<file path="src/rtl/instr_fifo.sv">
// Decode-to-dispatch queue: 2^DEPTH_LOG2 entries, 1-cycle fall-through, push ignored while full, flush wins.
// Defining INSTR_FIFO_BYPASS_EN lets a push into an empty queue reach the head combinationally.
module instr_fifo #(
  parameter int DECODE_INFO_DW = 209,
  parameter int DEPTH_LOG2     = 2
) (
  input  logic                      CLK,
  input  logic                      RST,
  input  logic                      flush,
  input  logic                      instrFifo_push,
  input  logic [DECODE_INFO_DW-1:0] decode_microInstr,
  output logic                      instrFifo_full,
  input  logic                      instrFifo_pop,
  output logic                      instrFifo_empty,
  output logic [DECODE_INFO_DW-1:0] instrFifo_microInstr,
  output logic [DEPTH_LOG2:0]       instrFifo_count
);

  localparam int DEPTH = 1 << DEPTH_LOG2;
  localparam int PW    = DEPTH_LOG2 + 1;

  logic [PW-1:0]             wr_ptr_q, wr_ptr_d;
  logic [PW-1:0]             rd_ptr_q, rd_ptr_d;
  logic [PW-1:0]             count_w;
  logic                      full_w, empty_w;
  logic                      push_acc, pop_acc;
  logic                      bypass_vld, bypass_take;
  logic [DECODE_INFO_DW-1:0] mem_q [DEPTH];

  assign count_w = wr_ptr_q - rd_ptr_q;
  assign full_w  = (count_w == PW'(DEPTH));
  assign empty_w = (count_w == '0);

`ifdef INSTR_FIFO_BYPASS_EN
  assign bypass_vld  = empty_w & instrFifo_push & ~flush;
  assign bypass_take = bypass_vld & instrFifo_pop;
`else
  assign bypass_vld  = 1'b0;
  assign bypass_take = 1'b0;
`endif

  always_comb begin
    push_acc = instrFifo_push & ~full_w & ~flush & ~bypass_take;
    pop_acc  = instrFifo_pop & ~empty_w & ~flush;
    wr_ptr_d = wr_ptr_q;
    rd_ptr_d = rd_ptr_q;
    if (flush) begin
      wr_ptr_d = '0;
      rd_ptr_d = '0;
    end else begin
      if (push_acc) wr_ptr_d = wr_ptr_q + PW'(1);
      if (pop_acc)  rd_ptr_d = rd_ptr_q + PW'(1);
    end
  end

  always_ff @(posedge CLK or posedge RST) begin
    if (RST) begin
      wr_ptr_q <= '0;
      rd_ptr_q <= '0;
    end else begin
      wr_ptr_q <= wr_ptr_d;
      rd_ptr_q <= rd_ptr_d;
    end
  end

  // Storage is deliberately left out of reset; only the pointers define validity.
  always_ff @(posedge CLK) begin
    if (push_acc) mem_q[wr_ptr_q[DEPTH_LOG2-1:0]] <= decode_microInstr;
  end

  always_comb begin
    instrFifo_microInstr = '0;
    if (bypass_vld)
      instrFifo_microInstr = decode_microInstr;
    else if (!empty_w)
      instrFifo_microInstr = mem_q[rd_ptr_q[DEPTH_LOG2-1:0]];
  end

  assign instrFifo_full  = full_w;
  assign instrFifo_empty = empty_w & ~bypass_vld;
  assign instrFifo_count = count_w;

endmodule

</file>
<file path="config.mk">
export PLATFORM = sky130hd
export DESIGN_NAME = instr_fifo
export DESIGN_NICKNAME = d
export VERILOG_FILES = /design/src/rtl/instr_fifo.sv
export SDC_FILE = /design/constraint.sdc
export NUM_CORES = 1
export LEC_CHECK = 0
export BUFFER_PORTS_ARGS = -buffer_cell sky130_fd_sc_hd__buf_2
export CORE_MARGIN = 10
export CORE_UTILIZATION = 57
export DETAILED_ROUTE_END_ITERATION = 7
export PLACE_DENSITY = 0.9
export SLEW_MARGIN = 40
export SYNTH_ARGS = -nofsm -noshare
export SYNTH_HDL_FRONTEND = slang
export SYNTH_SLANG_ARGS = --single-unit
</file>
<file path="constraint.sdc">
create_clock -name CLK -period 24.3 [get_ports CLK]
set_input_delay 3.645 -clock CLK [delete_from_list [all_inputs] [get_ports CLK]]
set_output_delay 3.645 -clock CLK [all_outputs]
set_load 0.1 [all_outputs]
</file>
* Yosys cells after proc, flatten, opt, wreduce, memory -nomap -nowiden
Memory sizes are Yosys's and may differ from the RTL's.
Index checks and enable logic that the tools add are counted.
Widths: inputs -> output; s select.
** Cells by class
- Eq/ne operators :: 1
- Bitwise gates (word level) :: 7
- Mux-type cells :: 7
- Add/sub/neg operators :: 3
- Reductions and logical operators :: 3
** Operators with widths (count)
- $mux 209 :: 1
- $mux 3 :: 4
- $add 3x1->3 const B :: 2
- $and 1x1->1 :: 4
- $reduce_bool 2->1 :: 2
- $eq 3x3->1 const B :: 1
- $logic_not 3->1 :: 1
- $not 1->1 :: 3
- $sub 3x3->3 :: 1
- $mux 1 :: 2
** Word-level totals
- Output and inout bits :: 214
- RAM bits :: 836
- Bits of input ports :: 214
- Logic and storage cells :: 24
- Flip-flop bits (word level) :: 6
- Memories :: 1
** Memory list
- mem_q :: depth 4, bits a word 209, read ports 1, clocked after memory_dff 0, write ports 1, line 28 : logic [DECODE_INFO_DW-1:0] mem_q [DEPTH];

* Longest topological paths before layout
Gate-level depths: netlist of the first run.
- Depth after elaboration :: 7
- Depth in mapped cells :: 8

* Worst setup path after synthesis of the first run
Ideal clock, no wire load.
- Path kind :: input to register
- Start :: in flush
- End :: mem mem_q[0][0] (enable)
- Data arrival time :: 18.979 ns
- Setup time :: 1.077 ns
- Path slack :: 4.244 ns
- Data required time :: 23.223 ns
- Stages :: 2
- Path through :: clkbuf_1 -> nor3b_1
** On the way
- Longest elaborated chain between the ends :: 4
** Ends and longest elaborated chain
- start: declaration :: line 9 : input logic flush,
- $not 1->1 :: line 43 : push_acc = instrFifo_push & ~full_w & ~flush & ~bypass_take;
- $and 1x1->1 :: line 43
- $mux 1 :: line 68 : if (push_acc) mem_q[wr_ptr_q[DEPTH_LOG2-1:0]] <= decode_microInstr;
- $mux 1 (implied by the code) :: line 68
- end: declaration :: line 28
No other way between the ends.

* Worst setup path in the final report of the first run
- Start :: reg rd_ptr_q[0]
- End :: out instrFifo_microInstr[208]
** On the way
- Longest elaborated chain between the ends :: 3
- Elaborated cells between the ends (all ways) :: 4
- Those cells by class :: add/sub (1); mux (1); reduce/logical (1); memory (1)
** Ends and longest elaborated chain
- start: declaration :: line 23 : logic [PW-1:0] rd_ptr_q, rd_ptr_d;
- start signal: assignment :: line 62 : rd_ptr_q <= rd_ptr_d;
- $sub 3x3->3 :: line 30 : assign count_w = wr_ptr_q - rd_ptr_q;
- $logic_not 3->1 :: line 32 : assign empty_w = (count_w == '0);
- $mux 209 (*) :: line 75 : else if (!empty_w)
- end: declaration :: line 15 : output logic [DECODE_INFO_DW-1:0] instrFifo_microInstr,
Every way passes the cells marked *; elsewhere a longest branch is shown, timed or not.

==> run_summary.xml, run 1 <==
<?xml version="1.0" encoding="UTF-8"?>
<metrics>
  <group name="status">
    <metric name="outcome" unit="">completed</metric>
  </group>
  <group name="clocking">
    <metric name="clkLatencyLatePin" unit="ns">0.62</metric>
    <metric name="cts_root_buf" unit="">clkbuf_16</metric>
    <metric name="level_count_of_the_clock_h_tree" unit="">3</metric>
    <metric name="numCtsBuffers" unit="">82</metric>
    <metric name="clock_sinks" unit="">842</metric>
    <metric name="clockBufferDepth" unit="">3</metric>
    <metric name="cts-hold-fix-buffers" unit="">0</metric>
    <metric name="cts_tree" unit="">yes</metric>
    <metric name="post-cts-setup-buffer-count" unit="">0</metric>
    <metric name="cts_resized" unit="">0</metric>
    <metric name="path_clk_slew" unit="ns">0.06</metric>
  </group>
  <group name="logic_synthesis">
    <metric name="synth.ff_latch_count" unit="">842</metric>
    <metric name="synthCells" unit="">1379</metric>
    <metric name="ys_types" unit="">26</metric>
    <metric name="synth.avg_cell_area" unit="sq um">23.4</metric>
    <metric name="yosys.area_share.adder" unit="">0.00295</metric>
    <metric name="synth_compound_area_frac" unit="">0.00171</metric>
    <metric name="yosys.area_share.simple" unit="">0.0442</metric>
    <metric name="synthesis.area" unit="sq um">32200</metric>
    <metric name="synth_fp_nets" unit="">1600</metric>
    <metric name="muxShareOfSynthArea" unit="">0.148</metric>
    <metric name="number_of_warnings_reported_in_the_yosys_synthesis_log" unit="">0</metric>
    <metric name="synth-xor-area-share" unit="">0.000738</metric>
    <metric name="seq_area_frac_synth" unit="">0.784</metric>
    <metric name="synth_top_family_by_area" unit="">multiplexers</metric>
  </group>
  <group name="critical_path">
    <metric name="worstPathCellList" unit="">ha_1 -&gt; fa_1 -&gt; and2_1 -&gt; nand2_8 -&gt; buf_4 -&gt; and2_1 -&gt; buf_2</metric>
    <metric name="critical_path_required" unit="ns">20.65</metric>
    <metric name="regToRegStartpoint" unit="">rd_ptr_q[0]$_DFFE_PP0P_</metric>
    <metric name="path_max_fanout" unit="">132</metric>
    <metric name="criticalPathCategory" unit="">flip-flop to primary output</metric>
    <metric name="rr_endpoint" unit="">mem_q[3][69]$_DFFE_PP_</metric>
    <metric name="crit_path_arrival_time" unit="ns">4.41</metric>
    <metric name="cp-start-kind" unit="">flip-flop</metric>
    <metric name="length_in_cells_of_the_worst_reg_to_reg_path" unit="">7</metric>
    <metric name="crit_path_top_delay_cell" unit="">dfrtp_4</metric>
    <metric name="timing.critical_path.slowest_cell_delay" unit="ns">0.83</metric>
    <metric name="cp_common_cell" unit="">and2_1</metric>
    <metric name="timing.reg2reg.setup_slack" unit="ns">20.18</metric>
    <metric name="crit_path_end_kind" unit="">primary output</metric>
  </group>
  <group name="global_routing">
    <metric name="met1_usage" unit="">0.276</metric>
    <metric name="via_count_of_the_first_global_routing_pass" unit="">16800</metric>
    <metric name="grt_max_degree" unit="">133</metric>
    <metric name="globalRouteMet3Util" unit="">0.0660</metric>
    <metric name="grt_use_met2" unit="">0.365</metric>
    <metric name="grt_overflow_total" unit="">0</metric>
    <metric name="grt_antenna_before_repair" unit="">28</metric>
    <metric name="groute.usage.overall" unit="">0.219</metric>
    <metric name="global_route_wire_length_before_repair" unit="um">109000</metric>
    <metric name="globalRoute.busiestLayer" unit="">met2</metric>
  </group>
  <group name="routing">
    <metric name="detail_route.wirelength" unit="um">73100</metric>
    <metric name="via_count" unit="">15800</metric>
    <metric name="drt_drc" unit="">0</metric>
    <metric name="avgRoutedWirePerCell" unit="um">27.4</metric>
    <metric name="drt_first_iter_violations" unit="">1553</metric>
    <metric name="dr.pass1.iters" unit="">5</metric>
    <metric name="antenna_violating_nets_post_route" unit="">0</metric>
    <metric name="via_per_inst" unit="">5.91</metric>
  </group>
  <group name="final_layout">
    <metric name="final_layout_size_suffix_gt1_frac" unit="">0.413</metric>
    <metric name="fillCellCount" unit="">3333</metric>
    <metric name="commonest_cells_after_routing_fill_and_taps_aside" unit="">edfxtp_1 (836), buf_2 (427), and2_1 (210)</metric>
    <metric name="final_common_cell" unit="">edfxtp_1</metric>
    <metric name="layout.nets" unit="">2064</metric>
    <metric name="layout-area-overhead-vs-synth" unit="%">17.1</metric>
  </group>
  <group name="place">
    <metric name="gp_congestion" unit="">0.783</metric>
    <metric name="post-dp-hpwl" unit="um">43700</metric>
    <metric name="port_buffers" unit="">427</metric>
  </group>
  <group name="die">
    <metric name="die-area" unit="sq um">66500</metric>
    <metric name="row_count" unit="">87</metric>
    <metric name="num_io_pins" unit="">428</metric>
    <metric name="die-height" unit="um">258</metric>
    <metric name="fp.coreArea" unit="sq um">56200</metric>
    <metric name="initial_core_util" unit="">0.574</metric>
    <metric name="die-width" unit="um">258</metric>
  </group>
  <group name="sta">
    <metric name="timing_worst_slew_pin_value" unit="ns">0.750</metric>
    <metric name="finalCriticalPeriod" unit="ns">8.05</metric>
    <metric name="min_period_over_period" unit="">0.331</metric>
    <metric name="hold_viol_final" unit="">0</metric>
    <metric name="slew-limit-headroom" unit="">0.500</metric>
    <metric name="rsz_0062_raised_after_global_routing" unit="">false</metric>
    <metric name="tns" unit="ns">0</metric>
    <metric name="fmaxAchievable" unit="MHz">124</metric>
    <metric name="finalMaxSlewViolations" unit="">0</metric>
    <metric name="finalSetupViolCount" unit="">0</metric>
    <metric name="worst_case_clock_skew" unit="ns">0.0255</metric>
  </group>
  <group name="worst_hold_path">
    <metric name="worst_hold_path.num_cells" unit="">2</metric>
    <metric name="timing.hold.worst.start" unit="">wr_ptr_q[1]$_DFFE_PP0P_</metric>
    <metric name="min_to" unit="">wr_ptr_q[1]$_DFFE_PP0P_</metric>
    <metric name="hold_path_class" unit="">flip-flop to flip-flop</metric>
  </group>
  <group name="run">
    <metric name="drv.max_cap_violation_count" unit="">0</metric>
  </group>
</metrics>
flip-flops by register name, indices dropped and copies added (netlist names):
signal and count:
mem_q 836, wr_ptr_q 3, rd_ptr_q 3
worst max-delay path by stage:
stage                                       start                         to  depth (start not counted)
final                     rd_ptr_q[0]$_DFFE_PP0P_  instrFifo_microInstr[208]                          7
after global routing      rd_ptr_q[0]$_DFFE_PP0P_  instrFifo_microInstr[208]                          7
after CTS                 rd_ptr_q[0]$_DFFE_PP0P_  instrFifo_microInstr[208]                          7
after detailed placement  rd_ptr_q[0]$_DFFE_PP0P_  instrFifo_microInstr[166]                          7
after global placement    rd_ptr_q[0]$_DFFE_PP0P_   instrFifo_microInstr[55]                          7
after floorplan                             flush      mem_q[0][0]$_DFFE_PP_                          2
logic make-up after synthesis:
logic type	Yosys count
compound gates	7
xor+xnor	1
flops	842
fa+ha+maj	7
simple gates	229
mux	214
buf+inv	79
metal layers:
| metal | up-vias | part of all wire |
|---|---|---|
| li1 | 6607 | - |
| met5 | - | 0.0028 |
| met1 | 8184 | 0.36 |
| met2 | 837 | 0.52 |
| met3 | 139 | 0.091 |
| met4 | 30 | 0.023 |
cells in the mapped netlist:
master | n | area share
edfxtp_1 | 836 | 0.78
and2_1 | 210 | 0.041
mux4_2 | 209 | 0.15
buf_6 | 42 | 0.015
clkbuf_1 | 24 | 0.0028
inv_1 | 7 | 0.00082
dfrtp_1 | 6 | 0.0047
ha_1 | 6 | 0.0023
buf_2 | 5 | 0.00078
nor2_1 | 5 | 0.00058
nand2b_1 | 4 | 0.00078
nor3b_1 | 4 | 0.00093
mux2_2 | 3 | 0.0010
a21boi_2 | 2 | 0.00070
mux2i_1 | 2 | 0.00062
nand2_1 | 2 | 0.00023
nor2b_1 | 2 | 0.00039
o21ai_0 | 2 | 0.00031
a211o_1 | 1 | 0.00027
a21oi_1 | 1 | 0.00016
fa_1 | 1 | 0.00062
inv_2 | 1 | 0.00012
nand2_2 | 1 | 0.00019
nor4bb_1 | 1 | 0.00031
o311ai_1 | 1 | 0.00027
xnor3_2 | 1 | 0.00074
worst max-delay path, delay by kind of cell (launching register included):
family	cells	cell delay (ns)
adder cells (fa/ha/maj)	2	0.72
AND/OR/NAND/NOR	3	1.08
flip-flops	1	0.83
buffers and inverters	2	1.07
metrics by stage:
step	cell area [sq um]	util	hold slack [ns]	instances	setup WS [ns]
finish	37700	0.672	0.614	2671	16.25
global route	37700	0.671	0.645	2665	15.94
CTS	37700	0.671	0.611	2658	16.14
detailed placement	35000	0.623	0.604	2515	16.86
global placement	34900	0.622	0.571	2515	16.63
floorplan	32200	-	0.555	1379	4.24
layout make-up:
type	count	area, sq um	share of cell area
Inverter	8	30.0	0.000796
Timing Repair Buffer	451	2380	0.0632
Sequential cell	842	25300	0.670
Clock inverter	40	488	0.0129
Clock buffer	103	2190	0.0582
Multi-Input combinational cell	458	6390	0.169
Tap cell	756	946	0.0251
Antenna cell	13	32.5	0.000862
Power of run 1 is not shown: default switching activity piles up to over one toggle a cycle in this logic, so the estimate is an artifact.
==> run 2, diff against run 1 <==
- ABC_AREA: unset -> 1
- CORE_UTILIZATION: 57 -> 58
- PLACE_DENSITY: 0.9 -> 0.91
- clock period: 24.3 -> 7.5 ns (I/O delays scaled with it)
==> run 2 against run 1 <==
Cell count up 49%. Count of clock-buffer cells in the layout is 4 lower. Utilization up 0.45 points. Sequential share of layout area decreased by 2.0 points. Critical path type unchanged.
==> run_summary.xml, run 2 <==
<?xml version="1.0" encoding="UTF-8"?>
<metrics>
  <group name="status">
    <metric name="outcome" unit="">completed</metric>
  </group>
  <group name="logic_synthesis">
    <metric name="synthCells" unit="">2742</metric>
    <metric name="synth_enable_flop_cells" unit="">836</metric>
    <metric name="seq_area_frac_synth" unit="">0.752</metric>
    <metric name="synth_fp_nets" unit="">2963</metric>
    <metric name="synthDominantAreaCellType" unit="">edfxtp_1</metric>
    <metric name="synth_most_common_cell" unit="">edfxtp_1</metric>
    <metric name="synth-async-reset-ratio" unit="">0.00713</metric>
    <metric name="synthesis.area" unit="sq um">33600</metric>
    <metric name="synth_ff_type" unit="">edfxtp_1</metric>
    <metric name="synth.ff_latch_count" unit="">842</metric>
    <metric name="area_share_of_the_largest_cell_type_after_synthesis" unit="">0.748</metric>
    <metric name="biggest_area_contributors_in_the_synthesized_netlist" unit="">edfxtp_1 (75%), nor2_1 (7.1%), o21ai_1 (5.1%)</metric>
    <metric name="ys_types" unit="">19</metric>
    <metric name="synth_commonest_cells" unit="">edfxtp_1 (836), nor2_1 (631), o21ai_1 (342)</metric>
    <metric name="synth.avg_cell_area" unit="sq um">12.2</metric>
    <metric name="number_of_warnings_reported_in_the_yosys_synthesis_log" unit="">0</metric>
  </group>
  <group name="routing">
    <metric name="avgRoutedWirePerCell" unit="um">20.0</metric>
    <metric name="drt_drc" unit="">0</metric>
    <metric name="detail_route.wirelength" unit="um">79700</metric>
    <metric name="dr.pass1.iters" unit="">6</metric>
    <metric name="via_per_inst" unit="">5.63</metric>
    <metric name="antenna_violating_nets_post_route" unit="">0</metric>
    <metric name="via_count" unit="">22400</metric>
    <metric name="drt_first_iter_violations" unit="">3066</metric>
  </group>
  <group name="place">
    <metric name="port_buffers" unit="">427</metric>
    <metric name="dp_slack" unit="ns">2.76</metric>
    <metric name="gp_congestion" unit="">0.791</metric>
    <metric name="placedInstanceArea" unit="sq um">36200</metric>
    <metric name="post-dp-hpwl" unit="um">44600</metric>
  </group>
  <group name="sta">
    <metric name="rsz_0062_raised_after_global_routing" unit="">false</metric>
    <metric name="min_period_over_period" unit="">0.726</metric>
    <metric name="timing_worst_slew_pin_value" unit="ns">0.862</metric>
    <metric name="finalCriticalPeriod" unit="ns">5.45</metric>
    <metric name="finalSetupViolCount" unit="">0</metric>
    <metric name="worst_case_clock_skew" unit="ns">0.0174</metric>
    <metric name="finalMaxSlewViolations" unit="">0</metric>
    <metric name="fmaxAchievable" unit="MHz">184</metric>
    <metric name="slew-limit-headroom" unit="">0.425</metric>
    <metric name="hold_viol_final" unit="">0</metric>
    <metric name="setup_slack" unit="ns">2.05</metric>
  </group>
  <group name="critical_path">
    <metric name="path_max_fanout" unit="">66</metric>
    <metric name="criticalPathCategory" unit="">flip-flop to primary output</metric>
    <metric name="crit_path_arrival_time" unit="ns">4.32</metric>
    <metric name="critical_path_required" unit="ns">6.38</metric>
    <metric name="crit_path_end_kind" unit="">primary output</metric>
    <metric name="cp-start-kind" unit="">flip-flop</metric>
    <metric name="regToRegStartpoint" unit="">rd_ptr_q[0]$_DFFE_PP0P_</metric>
    <metric name="cp-startpoint" unit="">rd_ptr_q[0]$_DFFE_PP0P_</metric>
  </group>
  <group name="clocking">
    <metric name="numCtsBuffers" unit="">82</metric>
    <metric name="cts-hold-fix-buffers" unit="">0</metric>
    <metric name="clockBufferDepth" unit="">3</metric>
    <metric name="clock_sinks" unit="">842</metric>
    <metric name="clkLatencyLatePin" unit="ns">0.63</metric>
    <metric name="level_count_of_the_clock_h_tree" unit="">3</metric>
    <metric name="cts_resized" unit="">0</metric>
    <metric name="post-cts-setup-buffer-count" unit="">0</metric>
    <metric name="cts_root_buf" unit="">clkbuf_16</metric>
    <metric name="cts_tree" unit="">yes</metric>
    <metric name="path_clk_slew" unit="ns">0.06</metric>
  </group>
  <group name="die">
    <metric name="fp.coreArea" unit="sq um">57500</metric>
    <metric name="num_io_pins" unit="">428</metric>
    <metric name="row_count" unit="">88</metric>
    <metric name="die-width" unit="um">261</metric>
    <metric name="initial_core_util" unit="">0.584</metric>
    <metric name="die-area" unit="sq um">67900</metric>
    <metric name="die-height" unit="um">261</metric>
  </group>
  <group name="worst_hold_path">
    <metric name="hold_path_class" unit="">input port to async pin</metric>
  </group>
  <group name="final_layout">
    <metric name="final_common_cell" unit="">edfxtp_1</metric>
    <metric name="largest_reg_flops" unit="">836</metric>
    <metric name="commonest_cells_after_routing_fill_and_taps_aside" unit="">edfxtp_1 (836), nor2_1 (627), buf_2 (427)</metric>
    <metric name="final_cell_area" unit="sq um">38900</metric>
    <metric name="final_core_utilization" unit="">0.676</metric>
    <metric name="layout.nets" unit="">3337</metric>
    <metric name="layout-area-overhead-vs-synth" unit="%">15.8</metric>
    <metric name="final_layout_size_suffix_gt1_frac" unit="">0.180</metric>
  </group>
  <group name="run">
    <metric name="drv.max_cap_violation_count" unit="">0</metric>
  </group>
  <group name="global_routing">
    <metric name="groute.usage.overall" unit="">0.225</metric>
    <metric name="grt_overflow_total" unit="">0</metric>
    <metric name="met1_usage" unit="">0.261</metric>
    <metric name="grt_max_degree" unit="">195</metric>
    <metric name="grt_use_met2" unit="">0.393</metric>
    <metric name="via_count_of_the_first_global_routing_pass" unit="">22100</metric>
    <metric name="globalRouteMet3Util" unit="">0.0505</metric>
    <metric name="global_route_wire_length_before_repair" unit="um">119000</metric>
    <metric name="grt_antenna_before_repair" unit="">30</metric>
    <metric name="globalRoute.busiestLayer" unit="">met2</metric>
  </group>
</metrics>
-- run 2: cell types whose count changed after synthesis, sizes merged, moves of 3 or more --
cell	delta
and2	-210
buf	+55
clkbuf	+37
inv	+218
mux2	-3
mux4	-209
nand2	+224
nand2b	-4
nand3	+11
nand4	+6
nor2	+626
nor3b	-4
o21ai	+625
-- run 2: metrics by stage --
step | hold slack (ns) | setup TNS (ns) | instances
2_1_floorplan | 0.519 | -55.28 | 2742
3_3_place_gp | 0.543 | 0 | 3791
3_5_place_dp | 0.556 | 0 | 3795
4_1_cts | 0.384 | 0 | 3944
5_1_grt | 0.422 | 0 | 3964
6_report | 0.427 | 0 | 3975
-- run 2: cell families (layout without fill, tap and decap cells) --
| group | count (synthesis) | count (layout) | share of synthesized area |
|---|---|---|---|
| buffers and inverters | 389 | 828 | 0.0520 |
| other | 0 | 29 | 0 |
| AOI/OAI and AO/OA | 627 | 627 | 0.0935 |
| and+or+nand+nor | 875 | 875 | 0.0989 |
| xor gates and xnor gates | 2 | 2 | 0.000522 |
| DFF | 842 | 842 | 0.752 |
| adders and majority gates | 7 | 7 | 0.00283 |
-- run 2: path summary, 6_finish.rpt --
path / endpoint / slack [ns] / depth (start not counted)
worst max-delay path: instrFifo_microInstr[149] / 2.05 / 9
worst min-delay path: wr_ptr_q[2]$_DFFE_PP0P_ / 0.43 / 2
worst max register to register: mem_q[3][131]$_DFFE_PP_ / 3.57 / 10
worst min register to register: wr_ptr_q[1]$_DFFE_PP0P_ / 0.57 / 2
max in group asynchronous: rd_ptr_q[1]$_DFFE_PP0P_ / 6.84 / 2
min in group CLK: wr_ptr_q[1]$_DFFE_PP0P_ / 0.57 / 2
-- run 2: final cells by class --
type | count | area, sq um
multi-input combinational | 1511 | 6610
inverter | 226 | 861
clock inverter | 50 | 400
tap | 765 | 957
clock buffer | 99 | 2120
sequential | 842 | 25300
antenna | 29 | 72.6
fill | 3582 | 18600
timing repair buffer | 453 | 2590
-- run 2: layer usage --
| metal | share of wire | up-vias |
|---|---|---|
| li1 | - | 10200 |
| met1 | 0.35 | 10700 |
| met2 | 0.52 | 1266 |
| met3 | 0.093 | 188 |
| met4 | 0.034 | 16 |
| met5 | 0.0014 | - |
-- run 2: critical path, cell delays in order, from the launching register on --
cell and delay (ns):
dfrtp_4 0.83, ha_1 0.29, fa_1 0.43, nand2_1 0.08, inv_1 0.08, nand3_4 0.54, buf_4 0.68, nand2_1 0.16
inv_1 0.12, buf_2 0.43
Power of run 2 is left out for the same reason.
